===== src/rtl/prod_acc.sv =====
`default_nettype none
// ----------------------------------------------------------------------------
// prod_acc : saturating accumulator that sums len product words into one result
// Revision : 1.0
// ----------------------------------------------------------------------------
module prod_acc #(
    parameter int ACC_W = 20,
    parameter int LEN_W = 4
) (
    input  logic             clk,
    input  logic             rst_n,
    input  logic             clr,
    input  logic [LEN_W-1:0] len,
    input  logic [16:0]      P,
    input  logic             in_valid,
    output logic             in_ready,
    output logic [ACC_W-1:0] S,
    output logic             ovf,
    output logic             out_valid,
    input  logic             out_ready
);

    localparam logic [1:0] ST_IDLE = 2'd0;
    localparam logic [1:0] ST_ACC  = 2'd1;
    localparam logic [1:0] ST_HOLD = 2'd2;

    localparam logic [ACC_W-1:0] C_ACC_MAX = {ACC_W{1'b1}};

    logic [1:0]       state_q, state_d;
    logic [ACC_W-1:0] acc_q, acc_d;
    logic [LEN_W:0]   cnt_q, cnt_d;
    logic [LEN_W:0]   len_q, len_d;
    logic             ovf_q, ovf_d;

    logic [LEN_W:0]   len_eff;
    logic [LEN_W:0]   cnt_inc;
    logic [ACC_W:0]   sum_wide;

    // A zero length word stands for the maximum term count.
    assign len_eff  = (len == '0) ? (LEN_W+1)'(1 << LEN_W) : {1'b0, len};
    assign cnt_inc  = cnt_q + 1'b1;
    assign sum_wide = {1'b0, acc_q} + (ACC_W+1)'(P);

    always_ff @(posedge clk or negedge rst_n) begin
        if (!rst_n) begin
            state_q <= ST_IDLE;
            acc_q   <= '0;
            cnt_q   <= '0;
            len_q   <= '0;
            ovf_q   <= 1'b0;
        end else begin
            state_q <= state_d;
            acc_q   <= acc_d;
            cnt_q   <= cnt_d;
            len_q   <= len_d;
            ovf_q   <= ovf_d;
        end
    end

    always_comb begin
        state_d = state_q;
        acc_d   = acc_q;
        cnt_d   = cnt_q;
        len_d   = len_q;
        ovf_d   = ovf_q;
        if (clr) begin
            state_d = ST_IDLE;
            acc_d   = '0;
            cnt_d   = '0;
            ovf_d   = 1'b0;
        end else begin
            case (state_q)
                ST_IDLE: begin
                    if (in_valid) begin
                        len_d   = len_eff;
                        acc_d   = ACC_W'(P);
                        cnt_d   = (LEN_W+1)'(1);
                        ovf_d   = 1'b0;
                        state_d = (len_eff == (LEN_W+1)'(1)) ? ST_HOLD : ST_ACC;
                    end
                end
                ST_ACC: begin
                    if (in_valid) begin
                        // The extra carry bit flags any overflow before clamping.
                        if (sum_wide[ACC_W]) begin
                            acc_d = C_ACC_MAX;
                            ovf_d = 1'b1;
                        end else begin
                            acc_d = sum_wide[ACC_W-1:0];
                        end
                        cnt_d = cnt_inc;
                        if (cnt_inc == len_q) begin
                            state_d = ST_HOLD;
                        end
                    end
                end
                ST_HOLD: begin
                    if (out_ready) begin
                        state_d = ST_IDLE;
                        acc_d   = '0;
                        cnt_d   = '0;
                        ovf_d   = 1'b0;
                    end
                end
                default: begin
                    state_d = ST_IDLE;
                    acc_d   = '0;
                    cnt_d   = '0;
                    ovf_d   = 1'b0;
                end
            endcase
        end
    end

    always_comb begin
        in_ready  = 1'b0;
        out_valid = 1'b0;
        S         = '0;
        ovf       = 1'b0;
        case (state_q)
            ST_IDLE, ST_ACC: begin
                in_ready = !clr;
            end
            ST_HOLD: begin
                out_valid = 1'b1;
                S         = acc_q;
                ovf       = ovf_q;
            end
            default: begin
                in_ready = 1'b0;
            end
        endcase
    end

endmodule
`default_nettype wire


===== config.mk =====
export PLATFORM = sky130hd
export DESIGN_NAME = prod_acc
export DESIGN_NICKNAME = d
export VERILOG_FILES = /design/src/rtl/prod_acc.sv
export SDC_FILE = /design/constraint.sdc
export NUM_CORES = 1
export LEC_CHECK = 0
export ABC_AREA = 1
export BUFFER_PORTS_ARGS = -buffer_cell sky130_fd_sc_hd__buf_4
export CORE_MARGIN = 2
export CORE_UTILIZATION = 58
export CTS_CLUSTER_DIAMETER = 120
export DETAILED_ROUTE_END_ITERATION = 7
export PLACE_DENSITY = 0.81
export REMOVE_ABC_BUFFERS = 1
export SETUP_SLACK_MARGIN = 0.15
export SLEW_MARGIN = 20
export SYNTH_ARGS = -nofsm -noshare
export SYNTH_HDL_FRONTEND = slang
export SYNTH_SLANG_ARGS = --single-unit

===== constraint.sdc =====
create_clock -name clk -period 2.5 [get_ports clk]
set_input_delay 0.125 -clock clk [delete_from_list [all_inputs] [get_ports clk]]
set_output_delay 0.125 -clock clk [all_outputs]
set_load 0.1 [all_outputs]

# After elaboration in Yosys (flattened, before gate mapping)
# Index checks and enable logic that the tools add are counted.
[word_totals] ff_bits=33 output_inout_bits=23 inputBits=26
[classes] addsub=2 eq_ne=9 reduce_logical=8 bitwise_logic=1 mux=29
[ops] op="$mux 20" count=6
[ops] op="$pmux 20 s3" count=1
[ops] op="$mux 5" count=5
[ops] op="$add 20x17->21" count=1
[ops] op="$ne 3x3->1 const B" count=5
[ops] op="$pmux 5 s3" count=1
[ops] op="$mux 2" count=6
[ops] op="$mux 1" count=8
[ops] op="$reduce_and 4->1" count=2
[ops] op="$pmux 2 s3" count=1
[ops] op="$reduce_and 3->1" count=2
[ops] op="$add 5x1->5 const B" count=1
[ops] op="$eq 5x1->1 const B" count=1
[ops] op="$eq 5x5->1" count=1
[ops] op="$logic_not 4->1" count=1
[ops] op="$pmux 1 s3" count=1
[ops] op="$eq 2x1->1 const B" count=1
[ops] op="$eq 2x2->1 const B" count=1
[ops] op="$logic_not 2->1" count=1
[ops] op="$reduce_or 2->1" count=1
[ops] op="$logic_not 1->1" count=1
[ops] op="$not 1->1" count=1

# Logic depth before layout (Yosys ltp)
# Gate-level depths: netlist of run 1.
[logic_depth] ltp_word=7 depth_mapped=16 ltp_nobuf=15

# Worst setup path after synthesis of run 1
# Ideal clock, no wire load.
[synth_timing] path_type="register to register" start="reg state_q[1]" end="reg cnt_q[1]" required_time_ps=2379 stages_incl_launch_ff=12 t_arrival_ps=2170 setup_ps=121 setup_slack_ps=209 path_buffers=0 cell_sequence="dfrtp_1 nor2_2 inv_2 nor2_1 nor2_4 inv_2 nor2_8 nand2_2 inv_2 nand2_2 inv_2 a22o_1"
[synth_via] elab_chain_len=3 word_cells_on_any_way=9 classes_between="5 x eq/ne; 2 x mux; 2 x reduce/logical"
[synth_lines] element="from (decl)" line_no="29" source="logic [1:0] state_q, state_d;"
[synth_lines] element="from (signal assigned)" line_no="52" source="state_q <= state_d;"
[synth_lines] element="$eq 2x2->1, or another cell as far along" line_no="72" source="case (state_q)"
[synth_lines] element="$ne 3x3->1 (no line) / $pmux 5 s3 (equally long branches)"
[synth_lines] element="$reduce_and 3->1 (no line) / $mux 5 (equally long branches)"
[synth_lines] element="to (signal assigned)" line_no="54" source="cnt_q <= cnt_d;"
[synth_lines] element="to (decl)" line_no="31" source="logic [LEN_W:0] cnt_q, cnt_d;"
# Several ways; a longest one is shown, not always the timed one.
# A chain may end at the register's enable or synchronous reset.

# Final worst setup path of run 1
[layout_timing] start="reg acc_q[15]" end="reg acc_q[9]"
[layout_via] elab_chain_len=5
[layout_lines] element="from (decl)" line_no="30" source="logic [ACC_W-1:0] acc_q, acc_d;"
[layout_lines] element="from (signal assigned)" line_no="47" source="acc_q <= '0;"
[layout_lines] element="from (signal assigned)" line_no="53" source="acc_q <= acc_d;"
[layout_lines] element="$add 20x17->21" line_no="42" source="assign sum_wide = {1'b0, acc_q} + (ACC_W+1)'(P);"
[layout_lines] element="$mux 20" line_no="85" source="if (sum_wide[ACC_W]) begin"
[layout_lines] element="$mux 20" line_no="83" source="if (in_valid) begin"
[layout_lines] element="$pmux 20 s3" line_no="72"
[layout_lines] element="$mux 20" line_no="66" source="if (clr) begin"
# No other way between the ends. The select of a mux whose other input is x is not followed.

==> results of run 1 <==
==> layer usage <==
layer,routed length [um],part of all wire
met1,3630,0.47
met2,3570,0.47
met3,413,0.054
met4,60,0.0078
met5,0,0
==> area by class of cell <==
cell class              instances  area [sq um]
clock buffers                   7          86.3
clock inverters                 1          30.0
fillers                       490          1460
inverters                      82           308
multi-input cells             409          1930
flip-flops and latches         33           826
well taps                      70          87.6
repair buffers                 55           415
==> worst register-to-register path, delay by kind of cell (launching register included) <==
kind            cells  cell delay [ns]
fa+ha+maj           1             0.36
flops               1             0.41
compound gates      2             0.42
buf+inv             1             0.20
simple gates        8             0.62
==> layout by cell type, fill, tap and decap left out, types with 2 or more instances in the layout <==
cell and n:
o21ai_0 4, o21ai_1 8, a21oi_1 15, nand2_2 2, inv_2 8, nor3_1 5
nand3_1 13, nor2_1 48, xor2_1 6, nand4_1 2, clkbuf_8 6, xnor2_1 7
dfrtp_1 33, buf_4 54, ha_1 18, inv_1 73, nand3b_1 8, or2_2 2
nand2_1 260
==> where the power goes <==
group	total, mW	internal, mW	switching [mW]
Sequential	0.827	0.687	0.140
Clock	0.541	0.325	0.216
Combinational	2.06	0.692	1.37
Total	3.43	1.70	1.72
==> through the flow <==
stage / area [sq um] / hold slack, ns / util / instances / power [mW]
after global placement: 3560 / 0.102 / 0.692 / 648 / 2.82
final: 3680 / 0.0995 / 0.717 / 657 / 3.43
after global routing: 3680 / 0.106 / 0.717 / 657 / 3.74
after CTS: 3680 / 0.0928 / 0.717 / 657 / 3.41
after floorplan: 3060 / -0.171 / - / 524 / 2.37
after detailed placement: 3560 / 0.105 / 0.692 / 648 / 2.86
==> what timing repair did <==
action,CTS,global route
buffers inserted,0,0
endpoints found under the hold margin,33,0
hold buffers,1,0
==> cells by family (layout without fill, tap and decap cells) <==
| logic type | after synthesis | after routing | synth area share |
|---|---|---|---|
| and+or+nand+nor | 345 | 345 | 0.450 |
| buffers and inverters | 91 | 145 | 0.112 |
| DFF | 33 | 33 | 0.266 |
| AOI/OAI and AO/OA | 32 | 32 | 0.0560 |
| adders and majority gates | 19 | 19 | 0.0790 |
| xor gates and xnor gates | 13 | 13 | 0.0367 |
==> cells in the mapped netlist, drive strengths merged (2+ instances only) <==
cell	count	area [sq um]
a21oi	15	75.1
buf	5	25.0
clkbuf	4	15.0
dfrtp	33	826
ha	18	225
inv	81	304
nand2	262	988
nand3	13	65.1
nand3b	8	60.1
nand4	2	12.5
nor2	51	218
nor3	6	35.0
o21ai	12	60.1
or2	3	18.8
xnor2	7	61.3
xor2	6	52.6
==> sequential cells by signal, indices dropped and copies added, names as in the netlist <==
| name | flops |
|---|---|
| acc_q | 20 |
| cnt_q | 5 |
| len_q | 5 |
| state_q | 2 |
| ovf_q | 1 |
==> worst max-delay path by stage <==
stage,from,endpoint,slack [ns],depth (start not counted)
2_1_floorplan,state_q[1]$_DFFE_PN0P_,cnt_q[1]$_DFFE_PN0P_,0.01,11
3_3_place_gp,acc_q[15]$_DFFE_PN0P_,acc_q[8]$_DFFE_PN0P_,0.49,12
3_5_place_dp,acc_q[0]$_DFFE_PN0P_,acc_q[9]$_DFFE_PN0P_,0.41,13
4_1_cts,acc_q[11]$_DFFE_PN0P_,acc_q[9]$_DFFE_PN0P_,0.39,12
5_1_grt,acc_q[11]$_DFFE_PN0P_,acc_q[15]$_DFFE_PN0P_,0.16,12
6_report,acc_q[15]$_DFFE_PN0P_,acc_q[9]$_DFFE_PN0P_,0.38,12
==> reports/results.tsv, run 1 <==
stage	metric	value	unit
run_status	outcome	finished, final reports clean	
worst_setup_path	r2r_cells	12	
placement	place_congestion	0.905	
worst_setup_path	cp_top_family	simple AND/OR/NAND/NOR gates	
routing	drtIter0Drc	225	
clocking	htree_levels	2	
sta	fin_crit	2.12	ns
routing	routedWlPerCell	11.7	um
worst_setup_path	cp_max_fo	11	
final_layout	post_route_cells_drive_above_1_share	0.131	
hold_path	hold_path_end	state_q[1]$_DFFE_PN0P_	
global_routing	use_met3	0.0353	
sta	timing.slew.headroom	0.705	
hold_path	hold_start	out_ready	
worst_setup_path	cp_slowest_cell	dfrtp_1	
clocking	clk_latency	0.29	ns
floorplanning	die-area	0.00595	sq mm
placement	pre_cts_slack	0.409	ns
worst_setup_path	path_buf_inv	1	
routing	vias	3304	
worst_setup_path	cp.arrival	2.31	ns
clocking	cts_root_buf	clkbuf_8	
logic_synthesis	synth_edf_count	0	
routing	drc_errors	0	
final_layout	antennaDiodeCount	0	
global_routing	grt_pass1_wl	13.5	mm
sta	period_share	0.849	
routing	ant_nets	0	
placement	hpwl	5.76	mm
worst_setup_path	r2r-end	acc_q[9]$_DFFE_PN0P_	
global_routing	track_usage	0.274	
floorplanning	coreArea	0.00514	sq mm
placement	port_buffers	48	
floorplanning	start_util	0.604	
sta	setup_viol	0	
power_and_ir_drop	powerDensity	930	mW/mm^2
hold_path	whs_path_depth	4	
sta	tightest_slew	0.443	ns
power_and_ir_drop	ir_worst_vdd	0.532	mV
sta	rsz0062_at_grt	no	
routing	via_per_inst	5.03	
logic_synthesis	ys.warnings.count	0	
worst_setup_path	worst-endpoint-required	2.68	ns
worst_setup_path	worstSetupEndpointType	flip-flop	
power_and_ir_drop	p_leak	2.19	nW
floorplanning	die_width	77.2	um
worst_setup_path	r2r-start	acc_q[15]$_DFFE_PN0P_	
logic_synthesis	synth-main-ff-cell	dfrtp_1	
floorplanning	fp-row-count	26	
clocking	cts.sinks	33	
sta	slew_viol_final	0	
global_routing	use_met2	0.468	
logic_synthesis	yosysUniqueCellTypes	31	
worst_setup_path	cpPeakStageDelay	0.41	ns
flow_run	maxCapViolations	0	
clocking	cts_made_buffers	5	
worst_setup_path	critPathKind	flip-flop to flip-flop	
clocking	cts_tree	built	
sta	skew	0.0122	ns
routing	routed_wl	7.67	mm
logic_synthesis	synth_seq_cells	33	
worst_setup_path	start_kind	flip-flop	
logic_synthesis	postSynthAreaPerCell	5.82	sq um
logic_synthesis	synth_cells	533	
clocking	cts_resized	0	
final_layout	nNetsFinal	631	
global_routing	use_met1	0.373	
global_routing	overflow	0	
logic_synthesis	async_flop_share	1.00	
global_routing	antenna_found_initial	0	
logic_synthesis	syn-cell-area	0.00310	sq mm
logic_synthesis	synth_seq_area_share	0.266	
global_routing	grt_max_degree	34	
worst_setup_path	path_cells	ha_1 > a21oi_1 > nand2_1 > a21oi_1 > nand2_1 > nor2_1 > buf_4 > nand2_1 > nand2_1 > nand2_1 > nand2_1 > nand2_1	
global_routing	grt_pass1_vias	3091	
clocking	clkSlewWorstSetupHoldPaths	0.08	ns
worst_setup_path	r2r_slack	0.38	ns
global_routing	grt.busiest_layer	met2	
sta	hold_viol	0	
floorplanning	pin_count	49	
final_layout	area_delta_synth_final	18.7	%
worst_setup_path	crit_top_cell	nand2_1	
routing	drt_pass1_iterations	5	
clocking	clk_path_buf_depth	2	
floorplanning	dieHeight	77.2	um
sta	fin_setup_tns	0	ns
sta	setup_slack	0.377	ns
sta	max_freq	471	MHz
hold_path	hold_class	input pin to flip-flop	
(Power assumes the default switching activity.)
==> inputs of run 2 (changes only) <==
- clock period: 2.5 -> 2.1 ns (I/O delays scaled with it)
==> reports/results.tsv, run 2 (synthesized netlist as in run 1, its figures left out) <==
stage	metric	value	unit	change
run_status	outcome	finished, final reports clean		
power_and_ir_drop	powerDensity	1130	mW/mm^2	+22%
floorplanning	coreArea	0.00514	sq mm	unchanged
power_and_ir_drop	p_sw_frac	0.497		-0.00502
clocking	cts_tree	built		
global_routing	grt_max_degree	34		unchanged
floorplanning	dieHeight	77.2	um	unchanged
sta	tightest_slew	0.461	ns	+0.0179 ns
worst_setup_path	cpPeakStageDelay	0.42	ns	about the same
global_routing	track_usage	0.291		+0.0172
power_and_ir_drop	combinationalPowerShare	0.643		+0.042
worst_setup_path	start_kind	flip-flop		
clocking	cts_root_buf	clkbuf_8		
global_routing	antenna_found_initial	0		unchanged
floorplanning	start_util	0.604		unchanged
routing	vias	3543		+7.2%
final_layout	nNetsFinal	647		+2.5%
floorplanning	die-area	0.00595	sq mm	unchanged
worst_setup_path	cp_max_fo	7		-4
worst_setup_path	critPathKind	flip-flop to flip-flop		
power_and_ir_drop	p_switching	2.32	mW	+35%
placement	port_buffers	48		unchanged
hold_path	hold_class	input pin to flip-flop		
final_layout	final_cell_mix	nand2_1, inv_1, buf_4		
clocking	clkSlewWorstSetupHoldPaths	0.07	ns	about the same
final_layout	n_fill_cell	405		-17%
power_and_ir_drop	ir_worst_vdd	0.672	mV	+26%
worst_setup_path	r2r_slack	0.02	ns	-0.36 ns
flow_run	maxCapViolations	0		unchanged
routing	routedWlPerCell	13.5	um	+16%
final_layout	antennaDiodeCount	0		unchanged
power_and_ir_drop	intPower	2.34	mW	+37%
power_and_ir_drop	power_frac_seq	0.221		-0.020
sta	worst_hold_slack	0.0740	ns	-0.0255 ns
sta	skew	0.00769	ns	-0.00456 ns
final_layout	post_route_cells_drive_above_1_share	0.240		+0.109
sta	hold_viol	0		unchanged
floorplanning	pin_count	49		unchanged
clocking	htree_levels	2		unchanged
worst_setup_path	crit_top_cell	nand2_2		
sta	period_share	0.990		+0.140
worst_setup_path	cp.arrival	2.26	ns	-0.05 ns
routing	via_per_inst	5.26		+4.7%
sta	max_freq	481	MHz	+2.2%
routing	ant_nets	0		unchanged
sta	slew_viol_final	0		unchanged
routing	drt_pass1_iterations	7		+2
final_layout	area_delta_synth_final	32.6	%	
worst_setup_path	cp_top_family	simple AND/OR/NAND/NOR gates		
clocking	cts.sinks	33		unchanged
routing	drtIter0Drc	269		+20%
sta	rsz0062_at_grt	yes		
power_and_ir_drop	pwr-share-clk	0.137		-0.021
sta	fin_crit	2.08	ns	-0.0447 ns
worst_setup_path	worstSetupEndpointType	flip-flop		
worst_setup_path	path_cells	ha_4 > fa_2 > nand2_2 > nand2_4 > nand2_4 > nor3_4 > nor2_4 > buf_6 > nand2_4 > nand2_2 > nand2_2 > nand2_2 > nand2_1		
worst_setup_path	path_buf_inv	1		unchanged
sta	setup_viol	0		unchanged
global_routing	grt_pass1_wl	14.2	mm	+5.2%
global_routing	overflow	0		unchanged
floorplanning	die_width	77.2	um	unchanged
final_layout	regMostFlops	acc_q		
final_layout	reg_top3	acc_q x20, cnt_q x5, len_q x5		
final_layout	final_common_cell	nand2_1		
clocking	cts_made_buffers	5		unchanged
routing	routed_wl	9.09	mm	+19%
clocking	clk_latency	0.29	ns	about the same
sta	fin_setup_tns	0	ns	unchanged
routing	drc_errors	0		unchanged
floorplanning	fp-row-count	26		unchanged
worst_setup_path	cp_slowest_cell	dfrtp_1		
global_routing	grt_pass1_vias	3249		+5.1%
clocking	clk_path_buf_depth	2		unchanged
sta	timing.slew.headroom	0.693		-0.0119
placement	place_congestion	0.909		+0.50%
placement	hpwl	5.95	mm	+3.2%
power_and_ir_drop	p_leak	2.30	nW	+4.7%
final_layout	largest_register_ffs	20		unchanged
worst_setup_path	worst-endpoint-required	2.29	ns	-0.39 ns
## run 2: cell count changes in the layout (fill, tap and decap cells not counted), sizes merged
cell	before	now
buf	54	70
## run 2: timing repair
item / CTS / global route
hold buffers: 1 / 0
buffers inserted: 2 / 5
gates cloned: 1 / 0
endpoints found under the hold margin: 33 / 0
pin swaps: 1 / 16
setup endpoints to repair: 20 / 20
resized for setup: 21 / 41
## run 2: worst reg2reg max path, delay by kind of cell (launching register included)
| family | cells | cell delay [ns] |
|---|---|---|
| AND/OR/NAND/NOR | 10 | 0.80 |
| adder cells (fa/ha/maj) | 2 | 0.59 |
| flip-flops | 1 | 0.42 |
| buffers and inverters | 1 | 0.16 |
## run 2: power groups by stage
| stage | registers [mW] | logic [mW] | clock network [mW] |
|---|---|---|---|
| after floorplan | 0.951 | 1.88 | 0 |
| after global placement | 0.986 | 2.44 | 0 |
| after detailed placement | 1.00 | 2.49 | 0 |
| after CTS | 1.00 | 2.62 | 0.644 |
| after global routing | 1.05 | 3.28 | 0.669 |
| final | 1.03 | 2.99 | 0.636 |
## run 2: final cells by class
type | count | area (sq um) | share of cell area
multi-input combinational | 409 | 2230 | 0.542
sequential | 33 | 827 | 0.201
timing repair buffer | 71 | 547 | 0.133
inverter | 82 | 308 | 0.0748
tap | 70 | 87.6 | 0.0213
clock buffer | 7 | 86.3 | 0.0210
clock inverter | 1 | 30.0 | 0.00730
## run 2: worst paths after layout
| path | startpoint | endpoint | cells past startpoint |
|---|---|---|---|
| setup / recovery | acc_q[0]$_DFFE_PN0P_ | acc_q[11]$_DFFE_PN0P_ | 13 |
| hold / removal | out_ready | state_q[1]$_DFFE_PN0P_ | 4 |
| setup reg to reg | acc_q[0]$_DFFE_PN0P_ | acc_q[11]$_DFFE_PN0P_ | 13 |
| hold reg to reg | len_q[3]$_DFFE_PN0P_ | len_q[3]$_DFFE_PN0P_ | 2 |
| max in group asynchronous | rst_n | acc_q[1]$_DFFE_PN0P_ | 2 |
| min in group asynchronous | rst_n | acc_q[9]$_DFFE_PN0P_ | 2 |
## run 2: metal layers
layer / global-route usage / up-vias / wire length [um]
li1: - / 1740 / -
met1: 0.383 / 1650 / 4020
met3: 0.0365 / 25 / 448
met2: 0.507 / 128 / 4440
met5: 0 / - / 0
met4: 0.0732 / 0 / 173
## run 2: through the flow
| stage | instance area [sq um] | power [mW] | utilization | worst slack [ns] | instances |
|---|---|---|---|---|---|
| after floorplan | 3060 | 2.83 | - | -0.388 | 524 |
| after global routing | 4120 | 5.00 | 0.801 | -0.0582 | 673 |
| after CTS | 3880 | 4.27 | 0.756 | 0.147 | 668 |
| after global placement | 3620 | 3.43 | 0.704 | 0.0868 | 656 |
| after detailed placement | 3620 | 3.49 | 0.704 | 0.0354 | 656 |
| final | 4120 | 4.66 | 0.801 | 0.0217 | 673 |
==> inputs of run 3 (changes only) <==
- ABC_AREA: 1 -> 0
- CELL_PAD_IN_SITES_DETAIL_PLACEMENT: default -> 2
- CELL_PAD_IN_SITES_GLOBAL_PLACEMENT: default -> 2
- CORE_UTILIZATION: 58 -> 34
- PLACE_DENSITY: 0.81 -> default
- PLACE_DENSITY_LB_ADDON: default -> 0.1
==> reports/results.tsv, run 3 <==
stage	metric	value	unit	change
hold_path	hold_path_end	acc_q[12]$_DFFE_PN0P_		
clocking	cts_root_buf	clkbuf_8		
global_routing	overflow	0		unchanged
logic_synthesis	synth_edf_count	0		unchanged
clocking	clk_latency	0.30	ns	about the same
hold_path	whs_path_depth	3		-1
logic_synthesis	synth_cells	314		-41%
worst_setup_path	r2r_cells	9		-4
routing	drc_errors	0		unchanged
logic_synthesis	synth_top_cell_by_area	dfrtp_1		
worst_setup_path	r2r-start	acc_q[4]$_DFFE_PN0P_		
sta	timing.slew.headroom	0.610		-0.0829
routing	drtIter0Drc	144		-46%
logic_synthesis	yosysMostFrequentCell	nand2_1		
final_layout	area_delta_synth_final	49.7	%	
routing	routedWlPerCell	26.9	um	+99%
floorplanning	fp-row-count	33		+27%
worst_setup_path	r2r_slack	-0.38	ns	-0.40 ns
sta	slew_viol_final	0		unchanged
routing	vias	3208		-9.5%
logic_synthesis	synth.top_cell.area_share	0.296		-0.0186
logic_synthesis	synth_seq_cells	33		unchanged
global_routing	use_met3	0.0471		+0.0106
final_layout	n_fill_cell	885		+120%
logic_synthesis	syn-cell-area	0.00279	sq mm	-10%
hold_path	hold_class	input pin to flip-flop		
placement	hpwl	8.16	mm	+37%
clocking	clk_path_buf_depth	2		unchanged
routing	via_per_inst	5.93		+13%
clocking	cts.sinks	33		unchanged
final_layout	largest_register_ffs	20		unchanged
hold_path	hold_start	P[12]		
logic_synthesis	synth_seq_area_share	0.296		+0.0298
power_and_ir_drop	ir_worst_vdd	0.486	mV	-28%
floorplanning	pin_count	49		unchanged
floorplanning	dieHeight	94.6	um	+23%
final_layout	nNetsFinal	480		-26%
global_routing	grt_pass1_vias	3612		+11%
run_status	outcome	complete, but fails checks		
power_and_ir_drop	p_leak	1.97	nW	-14%
worst_setup_path	worstSetupEndpointType	flip-flop		
sta	tightest_slew	0.585	ns	+0.124 ns
logic_synthesis	postSynthAreaPerCell	8.89	sq um	+53%
clocking	cts_made_buffers	5		unchanged
worst_setup_path	critPathKind	flip-flop to flip-flop		
run_status	violations	setup timing		
routing	routed_wl	14.6	mm	+60%
sta	period_share	1.18		+0.191
clocking	clkSlewWorstSetupHoldPaths	0.08	ns	about the same
logic_synthesis	async_flop_share	1.00		unchanged
logic_synthesis	synth-main-ff-cell	dfrtp_1		
placement	place_congestion	0.788		-13%
placement	placed_cells	516		-21%
global_routing	use_met1	0.364		-0.0188
global_routing	use_met2	0.585		+0.0776
sta	setup_viol	21		+21
placement	port_buffers	48		unchanged
worst_setup_path	start_kind	flip-flop		
routing	drt_pass1_iterations	4		-3
sta	rsz0062_at_grt	yes		
sta	fin_crit	2.48	ns	+0.401 ns
floorplanning	coreArea	0.00809	sq mm	+57%
routing	ant_nets	0		unchanged
final_layout	regMostFlops	acc_q		
global_routing	grt_max_degree	34		unchanged
worst_setup_path	r2r-end	acc_q[16]$_DFFE_PN0P_		
floorplanning	die-area	0.00895	sq mm	+50%
final_layout	post_route_cells_drive_above_1_share	0.461		+0.221
worst_setup_path	cp.arrival	2.70	ns	+0.44 ns
final_layout	final_common_cell	buf_4		
sta	skew	0.00538	ns	-0.00231 ns
floorplanning	die_width	94.6	um	+23%
final_layout	antennaDiodeCount	0		unchanged
floorplanning	start_util	0.345		-0.259
clocking	htree_levels	2		unchanged
logic_synthesis	ys.warnings.count	0		unchanged
global_routing	grt.busiest_layer	met2		
clocking	cts_tree	built		
sta	max_freq	403	MHz	-16%
power_and_ir_drop	power.total	4.64	mW	-0.39%
power_and_ir_drop	powerDensity	1110	mW/mm^2	-1.9%
global_routing	track_usage	0.312		+0.0208
sta	hold_viol	0		unchanged
global_routing	antenna_found_initial	0		unchanged
logic_synthesis	synthTopCellsByArea	dfrtp_1, ha_1, and2_1		
logic_synthesis	yosysUniqueCellTypes	62		+100%
global_routing	grt_pass1_wl	20.8	mm	+46%
final_layout	reg_top3	acc_q x20, cnt_q x5, len_q x5		
flow_run	maxCapViolations	0		unchanged
worst_setup_path	cp_max_fo	8		+1
final_layout	final_cell_mix	buf_4, nand2_1, dfrtp_1		
logic_synthesis	synth_commonest_cells	nand2_1, dfrtp_1, and2_1, o21ai_0, ha_1		
sta	setup_slack	-0.379	ns	-0.401 ns
placement	pre_cts_slack	-0.585	ns	-0.620 ns
final_layout	fin_cells	541		-20%
worst_setup_path	worst-endpoint-required	2.32	ns	+0.03 ns
run 3: through the flow:
| step | area, sq um | utilization | setup TNS, ns | hold slack (ns) |
|---|---|---|---|---|
| after global placement | 3660 | 0.453 | -7.46 | 0.0989 |
| after detailed placement | 3660 | 0.453 | -10.43 | 0.100 |
| after floorplan | 2680 | - | -81.13 | -0.191 |
| final | 4180 | 0.516 | -6.60 | 0.0415 |
| after CTS | 4040 | 0.499 | -4.16 | 0.0463 |
| after global routing | 4180 | 0.516 | -8.05 | 0.0675 |
run 3: cells by family (layout without fill, tap and decap cells):
family | count (synthesis) | count (layout) | synth area share
AND/OR/NAND/NOR | 114 | 114 | 0.212
AO/OA/AOI/OAI | 107 | 109 | 0.284
flip-flops | 33 | 33 | 0.296
adder cells (fa/ha/maj) | 19 | 19 | 0.0879
XOR/XNOR | 18 | 18 | 0.0565
buffers and inverters | 18 | 138 | 0.0439
multiplexers | 5 | 5 | 0.0202
run 3: worst max-delay path: stages (launching register included):
cell,delay [ns]
dfrtp_1,0.41
ha_1,0.33
o21ai_0,0.15
o21bai_2,0.25
a21oi_2,0.09
buf_6,0.14
o31a_4,0.33
o22ai_4,0.45
a221oi_2,0.06
a21oi_1,0.20
run 3: worst max-delay path by stage:
| stage | startpoint | to | slack (ns) |
|---|---|---|---|
| 2_1_floorplan | state_q[0]$_DFFE_PN0P_ | acc_q[7]$_DFFE_PN0P_ | -2.32 |
| 3_3_place_gp | acc_q[0]$_DFFE_PN0P_ | acc_q[16]$_DFFE_PN0P_ | -0.43 |
| 3_5_place_dp | acc_q[0]$_DFFE_PN0P_ | acc_q[16]$_DFFE_PN0P_ | -0.58 |
| 4_1_cts | acc_q[0]$_DFFE_PN0P_ | acc_q[14]$_DFFE_PN0P_ | -0.27 |
| 5_1_grt | acc_q[0]$_DFFE_PN0P_ | acc_q[12]$_DFFE_PN0P_ | -0.46 |
| 6_report | acc_q[4]$_DFFE_PN0P_ | acc_q[16]$_DFFE_PN0P_ | -0.38 |
run 3: final cells by class:
class                      count  area, sq um  share of cell area
multi-input combinational    265         2120               0.508
timing repair buffer         126          995               0.238
sequential                    33          827               0.198
tap                          105          131              0.0314
clock buffer                   5         68.8              0.0165
clock inverter                 3         17.5             0.00419
inverter                       4         15.0             0.00359
run 3: layer usage:
metal,part of all wire,vias up
li1,-,1402
met1,0.40,1663
met2,0.53,114
met3,0.046,29
met4,0.024,0
met5,0,-
run 3: repair_timing:
item | 4_1_cts | 5_1_grt
gates resized for setup | 37 | 30
cloned | 2 | 0
buffers inserted | 12 | 2
hold buffers | 1 | 0
pin swaps | 34 | 16
hold endpoints to repair | 33 | 0
endpoints found under the setup margin | 22 | 36
run 3: where the power goes:
part	switching [mW]	total [mW]	internal, mW
clock network	0.291	0.521	0.230
registers	0.168	0.975	0.807
logic	1.81	3.14	1.33
total	2.27	4.64	2.37
